$ cat src/rtl/mc_ctrl.sv
// Multicycle controller: FETCH/DECODE/EXEC/MEM/WB sequencing for an 8-instruction subset.
// Outputs are combinational from the current state, the instruction fields and the handshakes.
module mc_ctrl (
  input  logic       clk,
  input  logic       reset,
  input  logic [5:0] op,
  input  logic [5:0] funct,
  input  logic       zero,
  input  logic       mem_ready,
  output logic       PCWrite,
  output logic [1:0] PCSrc,
  output logic       IRWrite,
  output logic       MemRead,
  output logic       MemWrite,
  output logic       RegWrite,
  output logic       RegDst,
  output logic       MemtoReg,
  output logic       ALUSrc,
  output logic       ExtControl,
  output logic [2:0] ALUOp,
  output logic [2:0] state,
  output logic       illegal
);

  localparam logic [2:0] S_FETCH  = 3'd0;
  localparam logic [2:0] S_DECODE = 3'd1;
  localparam logic [2:0] S_EXEC   = 3'd2;
  localparam logic [2:0] S_MEM    = 3'd3;
  localparam logic [2:0] S_WB     = 3'd4;
  localparam logic [2:0] S_HALT   = 3'd5;

  localparam logic [2:0] ALU_ADD = 3'b000;
  localparam logic [2:0] ALU_SUB = 3'b001;
  localparam logic [2:0] ALU_OR  = 3'b010;
  localparam logic [2:0] ALU_LUI = 3'b011;

  logic [2:0] r_state;
  logic [2:0] w_next;
  logic       w_addu, w_subu, w_ori, w_lui, w_lw, w_sw, w_beq, w_j, w_legal;

  assign w_addu  = (op == 6'h00) && (funct == 6'h21);
  assign w_subu  = (op == 6'h00) && (funct == 6'h23);
  assign w_ori   = (op == 6'h0D);
  assign w_lui   = (op == 6'h0F);
  assign w_lw    = (op == 6'h23);
  assign w_sw    = (op == 6'h2B);
  assign w_beq   = (op == 6'h04);
  assign w_j     = (op == 6'h02);
  assign w_legal = w_addu | w_subu | w_ori | w_lui | w_lw | w_sw | w_beq | w_j;

  // State register; reset overrides every transition, including HALT and stalls
  always_ff @(posedge clk) begin
    if (reset) begin
      r_state <= S_FETCH;
    end else begin
      r_state <= w_next;
    end
  end

  // Next-state logic
  always_comb begin
    w_next = S_FETCH;
    case (r_state)
      S_FETCH:  w_next = mem_ready ? S_DECODE : S_FETCH;
      S_DECODE: begin
        if (w_j)           w_next = S_FETCH;
        else if (!w_legal) w_next = S_HALT;
        else               w_next = S_EXEC;
      end
      S_EXEC: begin
        if (w_beq)             w_next = S_FETCH;
        else if (w_lw || w_sw) w_next = S_MEM;
        else                   w_next = S_WB;
      end
      S_MEM: begin
        if (!mem_ready) w_next = S_MEM;
        else if (w_lw)  w_next = S_WB;
        else            w_next = S_FETCH;
      end
      S_WB:    w_next = S_FETCH;
      S_HALT:  w_next = S_HALT;
      default: w_next = S_FETCH;
    endcase
  end

  // Output decode; reset masks every enable and forces the debug state to FETCH
  always_comb begin
    PCWrite    = 1'b0;
    PCSrc      = 2'd0;
    IRWrite    = 1'b0;
    MemRead    = 1'b0;
    MemWrite   = 1'b0;
    RegWrite   = 1'b0;
    RegDst     = 1'b0;
    MemtoReg   = 1'b0;
    ALUSrc     = 1'b0;
    ALUOp      = ALU_ADD;
    illegal    = 1'b0;
    ExtControl = w_ori | w_lui;
    state      = reset ? S_FETCH : r_state;
    if (!reset) begin
      case (r_state)
        S_FETCH: begin
          MemRead = 1'b1;
          IRWrite = mem_ready;
          PCWrite = mem_ready;
        end
        S_DECODE: begin
          if (w_j) begin
            PCWrite = 1'b1;
            PCSrc   = 2'd2;
          end else begin
            PCWrite = 1'b0;
          end
        end
        S_EXEC: begin
          ALUSrc = w_ori | w_lui | w_lw | w_sw;
          if (w_subu || w_beq) ALUOp = ALU_SUB;
          else if (w_ori)      ALUOp = ALU_OR;
          else if (w_lui)      ALUOp = ALU_LUI;
          else                 ALUOp = ALU_ADD;
          if (w_beq) begin
            PCWrite = zero;
            PCSrc   = 2'd1;
          end else begin
            PCWrite = 1'b0;
          end
        end
        S_MEM: begin
          MemRead  = w_lw;
          MemWrite = w_sw;
        end
        S_WB: begin
          RegWrite = 1'b1;
          RegDst   = w_addu | w_subu;
          MemtoReg = w_lw;
        end
        S_HALT:  illegal = 1'b1;
        default: illegal = 1'b0;
      endcase
    end else begin
      illegal = 1'b0;
    end
  end

endmodule

$ cat config.mk
export PLATFORM = sky130hd
export DESIGN_NAME = mc_ctrl
export DESIGN_NICKNAME = d
export VERILOG_FILES = /design/src/rtl/mc_ctrl.sv
export SDC_FILE = /design/constraint.sdc
export NUM_CORES = 1
export LEC_CHECK = 0
export ABC_CLOCK_PERIOD_IN_PS = 1800
export CAP_MARGIN = 20
export CORE_MARGIN = 10
export CORE_UTILIZATION = 30
export DETAILED_ROUTE_END_ITERATION = 10
export GPL_TIMING_DRIVEN = 1
export PLACE_DENSITY = 0.72
export SLEW_MARGIN = 15
export SYNTH_ARGS = -nofsm -noshare
export SYNTH_HDL_FRONTEND = slang
export SYNTH_SLANG_ARGS = --single-unit
export TNS_END_PERCENT = 10
$ cat constraint.sdc
create_clock -name clk -period 1.8 [get_ports clk]
set_input_delay 0.36 -clock clk [delete_from_list [all_inputs] [get_ports clk]]
set_output_delay 0.36 -clock clk [all_outputs]
set_load 0.005 [all_outputs]
==> out/qor.csv, run 1 <==
metric;value;unit
Combinational Power Share;46.4;%
Mapped Cells;72;
detailed placer's ending HPWL;1.77;mm
Multi-input gate area;444;µm²
number of DRC markers in iteration 0;5;
Mapped Nets;88;
Metal-1 WL;879;µm
biggest regs;r_state x3;
Hold Path Origin;op[3];
Worst Setup SP;op[0];
syn avg cell area;6.45;µm²
largest net degree at the start of global routing;13;
core region area;1490;µm²
final setup vio count;6;
CTS tree;built;
yosys warns;0;
hold_ws;0.651;ns
reg2reg start;r_state[2]$_SDFF_PP0_;
Overflow after GRT;0;
Synth top area share;12.9;%
register area;63.8;µm²
Largest register FFs;3;
Filler cells;115;
Crit path arrival time;1.76;ns
Remaining DRCs;0;
Setup crit end kind;output port;
initial antenna violation count;0;
clock insertion delay at the later pin of the skew report;0.23;ns
Placed Area;983;µm²
hold buffers post-CTS;0;
total of max-cap violations;0;
unrepaired setup endpoints after global routing;true;
met3 routed wirelength;133;µm
share of cells above drive strength 1;52.2;%
Internal;0.000262;W
CTS Buf Count;3;
design area;1070;µm²
Period Utilization, post-route;118;%
Global Route Usage Sum;13.0;%
Total Wirelength;2.30;mm
register bit total from synthesis;3;
startpoint types;primary input;
chip height;59.3;µm
Leak;0.517;nW
Pre-antenna DRT Iters;4;
Final Max Tran Viols;0;
Tmin final;2.12;ns
Peak VDD IR;0.000541;V
setup ws final;-0.321;ns
switch share;31.4;%
Initial Util;31.2;%
count of final hold-check violations;0;
Vias/cell;5.01;
DR WL met2;1.29;mm
# clock sinks;3;
clock buffer depth;2;
die area;3520;µm²
crit path kind;primary input to output port;
first-pass GRT wire length;3.67;mm
Antenna Cells;0;
hold crit path type;primary input to flop;
DR WL/cell;15.0;µm
I/O Pins;34;
sequential area share after synthesis;12.9;%
root buf cell;clkbuf_4;
Distinct cells, synth;33;
Clk pwr share;30.5;%
post-route clock skew;0.00331;ns
outcome;complete, but fails checks;
clock transition at the registers of the reported paths;0.04;ns
CTS H-tree lvls;1;
Layout area overhead;130;%
FMAX;472;MHz
post-route ant nets;0;
max layer used;met3;
IO Port Bufs;32;
P_sw;0.000120;W
failing checks;setup timing;
crit-path max FO;3;
Vias;771;
register share of total power;23.0;%
pwr dens;357;nW/µm²
Synth Cell Area;464;µm²
die width;59.3;µm
gpl congestion;0.820;
Final nets;155;
vias in the first global route;846;
CP required;1.44;ns
FP Rows;14;
largest reg by FF count;r_state;
cell taking the most area after synthesis;dfxtp_1;
largest cells by area after synthesis;dfxtp_1 13%, nand2_1 8.9%, nor2b_1 8.1%, nor2_1 5.7%, a31oi_1 5.4%;
[final cells by class]
type                       instances  share of cell area [%]
tap                               16                    1.87
inverter                           4                    1.40
timing repair buffer              65                    46.8
clock buffer                       4                    2.46
multi-input combinational         62                    41.5
sequential                         3                    5.96
[critical path: stages]
cell and delay [ns]:
buf_6 0.09, or4_4 0.55, nor2_4 0.11, and4_1 0.21, buf_4 0.12, nand3b_1 0.07, a31oi_1 0.12, buf_2 0.13
[per-layer routing]
layer  vias up  global-route usage, %
li1        393                      -
met1       360                   12.8
met2        18                   25.0
met3         0                   4.94
met4         0                   2.30
met5         -                      0
[what timing repair did]
item	4_1_cts	5_1_grt
setup buffers	6	1
setup endpoints to repair	20	15
hold endpoints to repair	0	0
resized for setup	66	19
pin swaps	10	4
cloned	0	0
[cells in the mapped netlist]
cell and n:
o21ai_0 2, a2111o_1 1, clkbuf_1 1, and4_1 1, a31oi_1 4, nor3b_2 1
o21a_1 1, and2_1 1, nand2_1 11, dfxtp_1 3, o211ai_1 1, buf_4 1
nor3_1 4, nor4_1 2, or2_2 1, nor2_1 7, and3_1 2, inv_1 4
nand4_1 1, o32a_1 1, or4_4 1, nand4b_1 1, nand3_1 2, o22ai_1 1
buf_2 1, a21oi_1 1, mux2_2 1, conb_1 1, nor2_4 1, nand3b_1 3
nor2b_1 6, o2111ai_1 1, nand2b_1 2
[path summary, 6_finish.rpt]
kind / to / slack, ns / cells past startpoint
max: ALUOp[0] / -0.32 / 8
min: r_state[2]$_SDFF_PP0_ / 0.65 / 4
max reg2reg: r_state[2]$_SDFF_PP0_ / 0.57 / 4
min reg2reg: r_state[2]$_SDFF_PP0_ / 0.66 / 2
[stage by stage]
step | util (%) | power, W | std cells | setup TNS (ns) | worst slack [ns]
after floorplan | - | 0.000139 | 72 | -0.0270 | -0.0270
after global placement | 66.1 | 0.000252 | 143 | -10.83 | -0.992
after detailed placement | 66.1 | 0.000255 | 143 | -11.35 | -1.04
after CTS | 70.8 | 0.000383 | 153 | -1.89 | -0.337
after global routing | 71.8 | 0.000410 | 154 | -1.42 | -0.399
final | 71.8 | 0.000382 | 154 | -1.05 | -0.321
[kinds of logic (layout without fill, tap and decap cells)]
logic type | count (synthesis) | in the layout | share of synthesized area (%)
compound gates | 13 | 13 | 19.7
mux | 1 | 1 | 2.43
flops | 3 | 3 | 12.9
other cells | 1 | 1 | 0.808
simple gates | 47 | 47 | 57.4
buf+inv | 7 | 73 | 6.74
[cell usage in the layout, fill, tap and decap left out, drive strengths merged, types with 3 or more instances in the layout]
cell type      instances
nor2b                  6
clkdlybuf4s50         10
inv                    4
nand2                 11
clkbuf                 9
buf                   45
nor2                   8
nor3                   4
nand3b                 3
a31oi                  4
dlygate4sd2            3
dfxtp                  3
[power groups by stage]
stage | Combinational (W) | Clock (W) | Sequential [W]
after floorplan | 0.0000614 | 0 | 0.0000781
after global placement | 0.000168 | 0 | 0.0000840
after detailed placement | 0.000171 | 0 | 0.0000844
after CTS | 0.000175 | 0.000122 | 0.0000869
after global routing | 0.000194 | 0.000126 | 0.0000893
final | 0.000177 | 0.000117 | 0.0000880
Note: power is estimated with default switching activity, not from simulation.
==> run 2, diff against run 1 <==
--- a/config.mk
+++ b/config.mk
@@ -5,13 +5,15 @@
 export SDC_FILE = /design/constraint.sdc
 export NUM_CORES = 1
 export LEC_CHECK = 0
+export ABC_AREA = 1
 export ABC_CLOCK_PERIOD_IN_PS = 1800
 export CAP_MARGIN = 20
 export CORE_MARGIN = 10
-export CORE_UTILIZATION = 30
+export CORE_UTILIZATION = 32
 export DETAILED_ROUTE_END_ITERATION = 10
 export GPL_TIMING_DRIVEN = 1
-export PLACE_DENSITY = 0.72
+export PLACE_DENSITY = 0.71
+export SKIP_CTS_REPAIR_TIMING = 1
 export SLEW_MARGIN = 15
 export SYNTH_ARGS = -nofsm -noshare
 export SYNTH_HDL_FRONTEND = slang
==> out/qor.csv, run 2 <==
metric;value;unit;change
count of final hold-check violations;0;;unchanged
failing checks;setup timing;;
reg-to-reg endpoint;r_state[1]$_SDFF_PP0_;;
Placed Area;1030;µm²;+5.0%
first-pass GRT wire length;3.30;mm;-10%
Period Utilization, post-route;115;%;-3.1 points
syn avg cell area;5.05;µm²;-22%
Synth top area share;18.6;%;+5.6 points
design area;1130;µm²;+5.6%
detailed placer's ending HPWL;1.78;mm;+0.36%
placed cells;175;;+22%
Vias;836;;+8.4%
Peak VDD IR;0.000565;V;+4.4%
Tmin final;2.07;ns;-0.0553 ns
commonest non-fill, non-tap cell in the layout;buf_4;;
Tot Pwr;0.000384;W;+0.48%
sequential area share after synthesis;11.0;%;-1.9 points
largest cells by area after synthesis;nor2_1 19%, nand2_1 17%, dfxtp_1 11%, inv_1 10%, nor2_2 5.7%;;
Synth Cell Area;546;µm²;+18%
Antenna Cells;0;;unchanged
Final nets;181;;+17%
die width;61.3;µm;+3.3%
path depth of the worst reg2reg path;7;;+3
setup ws final;-0.265;ns;+0.0553 ns
count leader, synth;nor2_1;;
hold crit path type;flop to flop;;
Layout area overhead;107;%;
cell taking the most area after synthesis;nor2_1;;
largest net degree at the start of global routing;7;;-6
root buf cell;clkbuf_4;;
Total Wirelength;2.12;mm;-8.2%
Setup crit end kind;output port;;
largest reg by FF count;r_state;;
biggest regs;r_state x3;;
Post-Layout Cell Count;180;;+17%
Remaining DRCs;0;;unchanged
Initial Util;35.0;%;+3.8 points
CTS H-tree lvls;1;;unchanged
crit-path max FO;6;;+3
register area;61.3;µm²;-3.9%
Vias/cell;4.64;;-7.2%
Final Util;72.5;%;+0.62 points
Leak;0.735;nW;+42%
async set-reset flop share out of synthesis;0;%;unchanged
clock transition at the registers of the reported paths;0.04;ns;about the same
FMAX;484;MHz;+2.7%
initial antenna violation count;0;;unchanged
total of max-cap violations;0;;unchanged
final setup vio count;4;;-2
crit path to;ALUOp[1];;
Post-synth EDFFs;0;;unchanged
Mapped Nets;124;;+41%
Crit path arrival time;1.71;ns;-0.05 ns
yosys warns;0;;unchanged
clock insertion delay at the later pin of the skew report;0.23;ns;about the same
share of cells above drive strength 1;41.5;%;-11 points
Multi-input gate area;464;µm²;+4.5%
Final Max Tran Viols;0;;unchanged
Pre-antenna DRT Iters;4;;unchanged
Filler cells;140;;+22%
clock buffer depth;2;;unchanged
die area;3760;µm²;+6.7%
number of DRC markers in iteration 0;11;;+6
# clock sinks;3;;unchanged
gpl congestion;0.840;;+2.4%
Global Route Usage Sum;10.9;%;-2.1 points
CTS tree;built;;
outcome;complete, but fails checks;;
Worst Setup SP;reset;;
Commonest cells post-synth;27 x nor2_1, 25 x nand2_1, 15 x inv_1;;
CTS Buf Count;3;;unchanged
IO Port Bufs;32;;unchanged
reg2reg start;r_state[1]$_SDFF_PP0_;;
Largest register FFs;3;;unchanged
chip height;61.3;µm;+3.3%
post-route ant nets;0;;unchanged
core region area;1560;µm²;+4.7%
FP Rows;14;;unchanged
Main synth FF type;dfxtp_1;;
crit path kind;primary input to output port;;
DR WL/cell;11.8;µm;-21%
most frequent cells in the layout;24 x buf_4, 23 x nand2_1, 17 x nor2_1, 15 x dlymetal6s2s_1, 13 x inv_1;;
post-route clock skew;0.00617;ns;+0.00286 ns
vias in the first global route;816;;-3.5%
unrepaired setup endpoints after global routing;true;;
register-to-register setup slack;0.57;ns;about the same
Distinct cells, synth;22;;-33%
Overflow after GRT;0;;unchanged
I/O Pins;34;;unchanged
pwr dens;340;nW/µm²;-4.9%
CP required;1.44;ns;about the same
register bit total from synthesis;3;;unchanged
startpoint types;primary input;;
Mapped Cells;108;;+50%
-- run 2: through the flow --
step,hold slack (ns),TNS (ns),setup slack (ns)
2_1_floorplan,0.582,0,0.448
4_1_cts,0.645,-7.47,-0.646
3_3_place_gp,0.632,-7.16,-0.595
5_1_grt,0.699,-1.09,-0.325
6_report,0.672,-0.787,-0.265
3_5_place_dp,0.634,-7.37,-0.636
-- run 2: how the worst min path moves through the flow --
stage	startpoint	end	slack (ns)	depth (start not counted)
6_report	r_state[0]$_SDFF_PP0_	r_state[1]$_SDFF_PP0_	0.67	4
5_1_grt	r_state[0]$_SDFF_PP0_	r_state[1]$_SDFF_PP0_	0.70	4
4_1_cts	r_state[0]$_SDFF_PP0_	r_state[1]$_SDFF_PP0_	0.64	4
3_5_place_dp	r_state[0]$_SDFF_PP0_	r_state[1]$_SDFF_PP0_	0.63	4
3_3_place_gp	r_state[0]$_SDFF_PP0_	r_state[1]$_SDFF_PP0_	0.63	4
2_1_floorplan	r_state[0]$_SDFF_PP0_	r_state[1]$_SDFF_PP0_	0.58	4
-- run 2: worst max-delay path: stages --
cell and delay [ns]:
clkdlybuf4s50_1 0.43, buf_4 0.17, nor2_4 0.11, inv_2 0.05, nor2_1 0.08, clkdlybuf4s50_1 0.50
-- run 2: cells by family after synthesis --
logic type | Yosys count | synth area share (%)
buffers and inverters | 22 | 15.8
AOI/OAI and AO/OA | 8 | 8.95
DFF | 3 | 11.0
and+or+nand+nor | 74 | 63.5
other | 1 | 0.687
-- run 2: layout make-up --
class	count	share of cell area [%]
clock buffer	4	2.33
inverter	20	6.64
multi-input combinational	83	41.1
sequential	3	5.43
tap	16	1.77
timing repair buffer	54	42.7
-- run 2: power by group --
group / leakage, nW / switching (W) / total (W) / internal (W)
registers: 0.0251 / 0.00000672 / 0.0000793 / 0.0000726
logic: 0.695 / 0.0000885 / 0.000187 / 0.0000986
clock network: 0.0150 / 0.0000343 / 0.000117 / 0.0000830
-- run 2: metal layers --
layer  up-vias  track usage, %  share of wire (%)
met5         -               0                  0
met3         2            2.26                4.3
met2        20            18.8                 51
met4         0            2.93               0.52
li1        442               -                  -
met1       372            13.3                 44
==> run 3, diff against run 2 <==
--- a/config.mk
+++ b/config.mk
@@ -8,7 +8,6 @@
 export ABC_AREA = 1
 export ABC_CLOCK_PERIOD_IN_PS = 1800
 export CAP_MARGIN = 20
-export CORE_MARGIN = 10
 export CORE_UTILIZATION = 32
 export DETAILED_ROUTE_END_ITERATION = 10
 export GPL_TIMING_DRIVEN = 1
==> constraint.sdc (replaced) <==
create_clock -name clk -period 1.8 [get_ports clk]
set_input_delay 0.36 -clock clk [delete_from_list [all_inputs] [get_ports clk]]
set_output_delay 0.36 -clock clk [all_outputs]
set_load 0.1 [all_outputs]
==> out/qor.csv, run 3 (synthesis gave the netlist of run 2 again) <==
metric;value;unit;change
die width;43.3;µm;-29%
CP max stage delay;0.39;ns;-0.11 ns
failing checks;setup timing;;
number of DRC markers in iteration 0;29;;+18
startpoint types;flop;;
crit path cell chain;inv_2 > nor2_4 > nand2_4 > nor2_4 > inv_2 > a21oi_4 > buf_12;;
root buf cell;clkbuf_4;;
detailed placer's ending HPWL;1.70;mm;-4.3%
share of cells above drive strength 1;60.0;%;+19 points
CP required;1.44;ns;about the same
clock transition at the registers of the reported paths;0.04;ns;about the same
Buf+Inv Stages, Crit Path;3;;-1
largest net degree at the start of global routing;9;;+2
crit-path max FO;4;;-2
Initial Util;35.4;%;+0.40 points
Antenna Cells;0;;unchanged
post-route ant nets;0;;unchanged
count of final hold-check violations;0;;unchanged
# clock sinks;3;;unchanged
Crit path arrival time;1.47;ns;-0.24 ns
most frequent cells in the layout;22 x buf_4, 20 x nand2_1, 17 x buf_12;;
Period Utilization, post-route;102;%;-13 points
Vias/cell;5.18;;+11%
first-pass GRT wire length;3.45;mm;+4.6%
Slowest-stage cell, CP;dfxtp_4;;
Overflow after GRT;0;;unchanged
Post-Place Worst Slack;-0.354;ns;+0.282 ns
FP Rows;14;;unchanged
clock buffer depth;2;;unchanged
largest reg by FF count;r_state;;
placed cells;174;;-0.57%
Setup crit end kind;output port;;
Peak VDD IR;0.000403;V;-29%
IO Port Bufs;32;;unchanged
chip height;43.3;µm;-29%
Final nets;182;;+0.55%
CTS tree;built;;
Leak;0.742;nW;+0.96%
Global Route Usage Sum;23.5;%;+13 points
Layout area overhead;160;%;
register-to-register setup slack;0.50;ns;-0.07 ns
I/O Pins;34;;unchanged
Final Max Tran Viols;0;;unchanged
Tmin final;1.83;ns;-0.236 ns
CTS Buf Count;3;;unchanged
biggest regs;r_state x3;;
gpl congestion;0.883;;+5.2%
final setup vio count;2;;-2
Total Wirelength;2.69;mm;+27%
DR WL/cell;14.9;µm;+27%
Pre-antenna DRT Iters;4;;unchanged
clock insertion delay at the later pin of the skew report;0.22;ns;about the same
commonest non-fill, non-tap cell in the layout;buf_4;;
core region area;1540;µm²;-1.1%
total of max-cap violations;0;;unchanged
crit path kind;flop to output port;;
unrepaired setup endpoints after global routing;true;;
die area;1870;µm²;-50%
vias in the first global route;862;;+5.6%
FMAX;547;MHz;+13%
setup ws final;-0.0292;ns;+0.236 ns
Post-Layout Cell Count;181;;+0.56%
Vias;937;;+12%
initial antenna violation count;0;;unchanged
Remaining DRCs;0;;unchanged
Crit path max-delay family;flip-flops;;
CTS H-tree lvls;1;;unchanged
pwr dens;385;nW/µm²;+13%
hold crit path type;flop to flop;;
outcome;complete, but fails checks;;
post-route clock skew;0.00164;ns;-0.00454 ns
Largest register FFs;3;;unchanged
[run 3: worst paths after layout]
path                                             from                    end  cells past startpoint
worst max-delay path            r_state[1]$_SDFF_PP0_                 ALUSrc                      7
worst max register to register  r_state[1]$_SDFF_PP0_  r_state[1]$_SDFF_PP0_                      7
worst min register to register  r_state[1]$_SDFF_PP0_  r_state[1]$_SDFF_PP0_                      3
worst min-delay path            r_state[1]$_SDFF_PP0_  r_state[1]$_SDFF_PP0_                      3
[run 3: worst reg2reg max path, delay by kind of cell, from the launching register on]
kind / cells / cell delay (ns)
simple gates: 3 / 0.39
flops: 1 / 0.39
compound gates: 2 / 0.24
buf+inv: 2 / 0.22
[run 3: per-layer routing]
layer	global-route usage, %	part of all wire [%]
met5	0	0
met4	8.48	4.0
met3	2.98	7.6
met2	48.1	52
met1	23.0	37
[run 3: cell type report]
cell class,count,area (µm²)
fillers,54,121
flip-flops and latches,3,68.8
clock buffers,4,26.3
multi-input cells,83,556
well taps,16,20.0
inverters,20,77.6
repair buffers,55,672
[run 3: report_power, final]
group          switching [W]  internal [W]   total, W  leakage (nW)
sequential         0.0000133     0.0000722  0.0000856        0.0264
combinational       0.000214      0.000133   0.000347         0.701
clock              0.0000319     0.0000829   0.000115        0.0150
[run 3: stage by stage]
stage	total power (W)	utilization [%]	hold WS, ns	area, µm²	TNS, ns
floorplan	0.000252	-	0.581	598	-7.01
global placement	0.000384	80.9	0.611	1250	-2.90
detailed placement	0.000392	80.9	0.615	1250	-3.63
CTS	0.000511	82.6	0.623	1270	-3.52
global route	0.000571	92.1	0.648	1420	-0.414
finish	0.000547	92.1	0.617	1420	-0.0572
